$ cat src/rtl/dsp_ar_order_ctrl_pkg.sv
// Shared interconnect definitions for the read-address order controller:
// slave-index decode and the default outstanding-burst depth.
package dsp_ar_order_ctrl_pkg;

    // Default number of read bursts that may be in flight at once.
    localparam int unsigned DEFAULT_OUTST_DEPTH = 4;

    // Handshake events seen by the order FIFO in one cycle.
    typedef struct packed {
        logic ar_push;
        logic r_pop;
    } order_evt_t;

    // Map the raw address-derived slave index onto a real slave.
    // Indices past the last slave are clamped onto the last slave.
    function automatic int unsigned decode_slv_id(
        input int unsigned raw,
        input int unsigned slv_amt
    );
        if (raw >= slv_amt) begin
            return slv_amt - 1;
        end
        return raw;
    endfunction

endpackage

$ cat src/rtl/dsp_ar_order_ctrl_fifo.sv
// Order FIFO: stores slave indices of accepted read bursts in AR order.
// Callers must never push when full or pop when empty.
module dsp_ar_order_ctrl_fifo #(
    parameter int unsigned DATA_WIDTH = 1,
    parameter int unsigned FIFO_DEPTH = 4
) (
    input  logic                          clk,
    input  logic                          rst_n,
    input  logic                          push,
    input  logic                          pop,
    input  logic [DATA_WIDTH-1:0]         wdata,
    output logic [DATA_WIDTH-1:0]         rdata,
    output logic                          full,
    output logic                          empty,
    output logic [$clog2(FIFO_DEPTH):0]   count
);

    localparam int unsigned AW = $clog2(FIFO_DEPTH);
    localparam int unsigned CW = AW + 1;

    logic [DATA_WIDTH-1:0] mem [FIFO_DEPTH];
    logic [AW-1:0]         wr_ptr;
    logic [AW-1:0]         rd_ptr;
    logic [CW-1:0]         cnt;

    // Storage write; contents need no reset since validity is tracked by cnt.
    always_ff @(posedge clk) begin
        if (push) begin
            mem[wr_ptr] <= wdata;
        end
    end

    // Pointers wrap naturally at the power-of-two depth; occupancy tracks push/pop.
    always_ff @(posedge clk) begin
        if (!rst_n) begin
            wr_ptr <= '0;
            rd_ptr <= '0;
            cnt    <= '0;
        end else begin
            if (push) begin
                wr_ptr <= wr_ptr + AW'(1);
            end
            if (pop) begin
                rd_ptr <= rd_ptr + AW'(1);
            end
            case ({push, pop})
                2'b10:   cnt <= cnt + CW'(1);
                2'b01:   cnt <= cnt - CW'(1);
                default: cnt <= cnt;
            endcase
        end
    end

    assign rdata = mem[rd_ptr];
    assign full  = (cnt == CW'(FIFO_DEPTH));
    assign empty = (cnt == CW'(0));
    assign count = cnt;

endmodule

$ cat src/rtl/dsp_ar_order_ctrl.sv
// Read-address order controller: routes master AR to the decoded slave and
// records the slave of every accepted burst so the RDATA dispatcher can
// follow bursts in issue order. Blocks AR while OUTST_DEPTH bursts are open.
// Optional build macro DSP_AR_OUTST_CNT_EN exposes the FIFO occupancy.
module dsp_ar_order_ctrl
    import dsp_ar_order_ctrl_pkg::*;
#(
    parameter int unsigned SLV_AMT     = 2,
    parameter int unsigned ADDR_WIDTH  = 32,
    parameter int unsigned SLV_ID_W    = $clog2(SLV_AMT),
    parameter int unsigned OUTST_DEPTH = DEFAULT_OUTST_DEPTH
) (
    input  logic                          ACLK_i,
    input  logic                          ARESETn_i,
    input  logic                          m_ARVALID_i,
    input  logic [ADDR_WIDTH-1:0]         m_ARADDR_i,
    output logic                          m_ARREADY_o,
    output logic [SLV_AMT-1:0]            sa_ARVALID_o,
    input  logic [SLV_AMT-1:0]            sa_ARREADY_i,
    input  logic                          m_RVALID_i,
    input  logic                          m_RREADY_i,
    input  logic                          m_RLAST_i,
    output logic [SLV_ID_W-1:0]           dsp_AR_slv_id_o,
    output logic                          dsp_AR_disable_o
`ifdef DSP_AR_OUTST_CNT_EN
    ,
    output logic [$clog2(OUTST_DEPTH):0]  m_outst_cnt_o
`endif
);

    localparam int unsigned CNT_W = $clog2(OUTST_DEPTH) + 1;

    logic [SLV_ID_W-1:0] raw_id;
    logic [SLV_ID_W-1:0] slv_id;
    logic                order_full;
    logic                order_empty;
    logic [SLV_ID_W-1:0] order_head;
    logic [CNT_W-1:0]    occupancy;
    order_evt_t          evt;
    logic                addr_unused;

    // Only the top address bits select the slave.
    assign raw_id      = m_ARADDR_i[ADDR_WIDTH-1 -: SLV_ID_W];
    assign slv_id      = SLV_ID_W'(decode_slv_id(32'(raw_id), SLV_AMT));
    assign addr_unused = ^m_ARADDR_i[ADDR_WIDTH-SLV_ID_W-1:0];

    // AR routing: one-hot valid to the selected slave, ready back to master.
    // Full is the registered FIFO flag, so a same-cycle pop does not unblock AR.
    // Both are forced low while reset is asserted.
    always_comb begin
        sa_ARVALID_o = '0;
        m_ARREADY_o  = 1'b0;
        if (ARESETn_i && !order_full) begin
            sa_ARVALID_o[slv_id] = m_ARVALID_i;
            m_ARREADY_o          = sa_ARREADY_i[slv_id];
        end
    end

    // FIFO events: push on AR handshake, pop on last R beat; pops while
    // empty are protocol errors and are dropped here.
    always_comb begin
        evt         = '0;
        evt.ar_push = m_ARVALID_i & m_ARREADY_o;
        evt.r_pop   = ARESETn_i & m_RVALID_i & m_RREADY_i & m_RLAST_i & ~order_empty;
    end

    dsp_ar_order_ctrl_fifo #(
        .DATA_WIDTH (SLV_ID_W),
        .FIFO_DEPTH (OUTST_DEPTH)
    ) u_order_fifo (
        .clk   (ACLK_i),
        .rst_n (ARESETn_i),
        .push  (evt.ar_push),
        .pop   (evt.r_pop),
        .wdata (slv_id),
        .rdata (order_head),
        .full  (order_full),
        .empty (order_empty),
        .count (occupancy)
    );

    // Head is masked when empty so the slave index reads 0 with nothing open.
    assign dsp_AR_slv_id_o  = order_empty ? '0 : order_head;
    assign dsp_AR_disable_o = order_empty;

`ifdef DSP_AR_OUTST_CNT_EN
    assign m_outst_cnt_o = occupancy;
`else
    logic occupancy_unused;
    assign occupancy_unused = ^occupancy;
`endif

endmodule
$ cat config.mk
export PLATFORM = sky130hd
export DESIGN_NAME = dsp_ar_order_ctrl
export DESIGN_NICKNAME = d
export VERILOG_FILES = /design/src/rtl/dsp_ar_order_ctrl_pkg.sv /design/src/rtl/dsp_ar_order_ctrl_fifo.sv /design/src/rtl/dsp_ar_order_ctrl.sv
export SDC_FILE = /design/constraint.sdc
export NUM_CORES = 1
export LEC_CHECK = 0
export ABC_AREA = 1
export CORE_MARGIN = 5
export CORE_UTILIZATION = 36
export CTS_CLUSTER_SIZE = 14
export DETAILED_ROUTE_END_ITERATION = 7
export PLACE_DENSITY_LB_ADDON = 0.1
export SYNTH_ARGS = -nofsm -noshare
export SYNTH_HDL_FRONTEND = slang
export SYNTH_SLANG_ARGS = --single-unit
export TNS_END_PERCENT = 5
$ cat constraint.sdc
create_clock -name ACLK_i -period 2.18 [get_ports ACLK_i]
set_input_delay 0.327 -clock ACLK_i [delete_from_list [all_inputs] [get_ports ACLK_i]]
set_output_delay 0.327 -clock ACLK_i [all_outputs]
set_load 0.02 [all_outputs]
==> results.cfg, run 1 <==
[critical_path]
start_kind = input pin
crit_path_end_kind = flop
critPathMaxFanout = 4
worstPathRequired_ps = 2340
arrival_ps = 2160
path_class = input pin to flop

[power_and_ir_drop]
p_int_mw = 0.377
clock_power_share_pct = 27.9
totalPowerFinal_mw = 0.504
net-switching-power_mw = 0.127
power.density_mw_per_mm2 = 493
seq_power_share_pct = 51.7
power_frac_comb_pct = 20.4
p_leak_nw = 0.478
vdd_drop_max_mv = 0.362
p_sw_share_pct = 25.2

[die]
die_area_sq_mm = 0.00311
design.portCount = 45
rows = 16
initial_core_util_pct = 38.0
die_w_microns = 55.7
die-height_microns = 55.7
core_sq_mm = 0.00198

[yosys]
synth-seq-area-share_pct = 39.9
synth_nets = 139
synthMuxAreaShare_pct = 0
synth-seq-cells = 13
synth_xor_area_share_pct = 1.16
synth_top_family_by_area = simple AND/OR/NAND/NOR gates
syn_area_per_cell_sq_um = 8.10
synth_cells = 93
synthAdderAreaFrac_pct = 11.0
yosys_warnings = 0
synthDistinctLibCells = 21
synth_compound_area_share_pct = 9.30
synth_simple_gate_area_share_pct = 26.2
syn_area_sq_um = 753

[sta]
tightestPinTransition_ps = 208
slew_headroom_pct = 86.1
tns_ps = 0
period_needed_ps = 2000
min_period_over_period_pct = 91.7
setup_viol = 0
slew_violations = 0
hold_violations = 0
hold_slack_ps = 496
clock_skew_ps = 3.44
max_freq_ghz = 0.501
setup_ws_ps = 182
rsz0062_at_grt = no

[final_layout]
antenna_cells = 0
fin_util_pct = 51.6
layout-drive-gt1-share_pct = 24.0
layout_commonest_cell = inv_1
area_delta_synth_final_pct = 35.9
fin_cells = 148
final_cell_mix = 20 x inv_1, 13 x nor2_1, 12 x buf_4
fill_cells = 184
fin_area_sq_mm = 0.00102
nets = 168

[placement]
gp_congestion = 0.795
placed_cells = 144
pre_cts_slack_ps = -180
port_buffers = 13
hpwlAfterDp_microns = 1070
placed_cell_area_sq_um = 996

[clock_network]
cts_buffers = 3
cts_hold_buf = 0
cts_tree = built
path_clk_slew_ps = 70
cts_num_sinks = 13
htree_levels = 1
clk_latency_ps = 270
post_cts_buffers = 0
max-clock-path-buffers = 2
root_buffer = clkbuf_4

[drt]
postRouteAntennaNets = 0
initialDrtViolationCount = 3
finalWirelength_microns = 1290
first_pass_iters = 4
vias = 622
avgRoutedWirePerCell_microns = 8.73
remaining_drc_errors = 0
routed_via_density = 4.20

[grt]
grt_use_total_pct = 9.47
grt_pass1_vias = 590
antenna_found_initial = 0
grt_remaining_overflow = 0
grt_start_max_net_pins = 8
grt_pass1_wl_microns = 2350

[status]
outcome = complete, no violations

[flow_run]
cap_violations = 0

[worst_hold_path]
min_path_type = input pin to flop
-- synthesized netlist by cell type, drive strengths merged --
cell type / n / area, sq um
dfxtp: 9 / 180
nand3: 2 / 15.0
a21oi: 6 / 37.5
nand2: 16 / 77.6
fa: 1 / 20.0
inv: 22 / 82.6
nor3: 2 / 10.0
xor2: 1 / 8.76
o21a: 1 / 7.51
edfxtp: 4 / 120
buf: 1 / 11.3
o21ai: 5 / 25.0
nand4: 2 / 12.5
nor2: 16 / 82.6
ha: 5 / 62.6
-- cell type report --
type / count / area (sq um) / area share (%)
clock buffer: 4 / 26.3 / 2.57
sequential: 13 / 300 / 29.3
multi-input combinational: 57 / 362 / 35.3
inverter: 22 / 82.6 / 8.07
tap: 27 / 33.8 / 3.30
timing repair buffer: 25 / 219 / 21.4
-- worst paths after layout --
| check | slack [ps] | to | startpoint | cells past startpoint |
|---|---|---|---|---|
| worst max-delay path | 180 | u_order_fifo.count[2]$_SDFFE_PN0P_ | m_ARADDR_i[31] | 14 |
| worst min-delay path | 500 | flop | ARESETn_i | 4 |
| worst min register to register | 500 | flop | u_order_fifo.rd_ptr[1]$_SDFFE_PN0P_ | 2 |
| worst max register to register | 390 | u_order_fifo.count[2]$_SDFFE_PN0P_ | u_order_fifo.count[1]$_SDFFE_PN0P_ | 12 |
-- logic make-up after synthesis --
family                   count (synthesis)
flip-flops                              13
AO/OA/AOI/OAI                           12
adder cells (fa/ha/maj)                  6
XOR/XNOR                                 1
buffers and inverters                   23
AND/OR/NAND/NOR                         38
-- routing by layer --
metal / GRT usage [%] / part of all wire [%] / vias to the layer above
li1: - / - / 342
met1: 10.4 / 48 / 271
met2: 16.2 / 48 / 7
met3: 4.87 / 3.8 / 2
met4: 2.08 / 0.77 / 0
met5: 0 / 0 / -
-- worst max-delay path, stage by stage --
cell and delay, ps:
clkdlybuf4s50_1 530, inv_1 70, nand2_1 70, nand2_2 60, nand3_2 100, nor2_4 40, inv_2 60, ha_1 150
inv_1 70, fa_2 340, nand2_1 70, nand3_1 90, o21ai_1 140, a21oi_1 50
-- what timing repair did --
item | 4_1_cts | 5_1_grt
gates resized for setup | 3 | 3
hold endpoints to repair | 0 | 0
gates cloned | 0 | 0
pin swaps | 0 | 1
setup endpoints to repair | 3 | 1
-- power groups by stage --
stage | combinational [mW] | clock [mW] | sequential (mW)
2_1_floorplan | 0.0549 | 0 | 0.265
3_3_place_gp | 0.105 | 0 | 0.266
3_5_place_dp | 0.106 | 0 | 0.266
4_1_cts | 0.104 | 0.150 | 0.261
5_1_grt | 0.115 | 0.169 | 0.262
6_report | 0.103 | 0.141 | 0.261
Note: power is estimated with default switching activity, not from simulation.
==> run 2, diff against run 1 <==
--- a/config.mk
+++ b/config.mk
@@ -8,6 +8,7 @@
 export ABC_AREA = 1
 export CORE_MARGIN = 5
 export CORE_UTILIZATION = 36
+export CTS_CLUSTER_DIAMETER = 200
 export CTS_CLUSTER_SIZE = 14
 export DETAILED_ROUTE_END_ITERATION = 7
 export PLACE_DENSITY_LB_ADDON = 0.1
==> results of run 2 <==
Same layout as run 1: the final DEF is identical, and so are final timing and power.
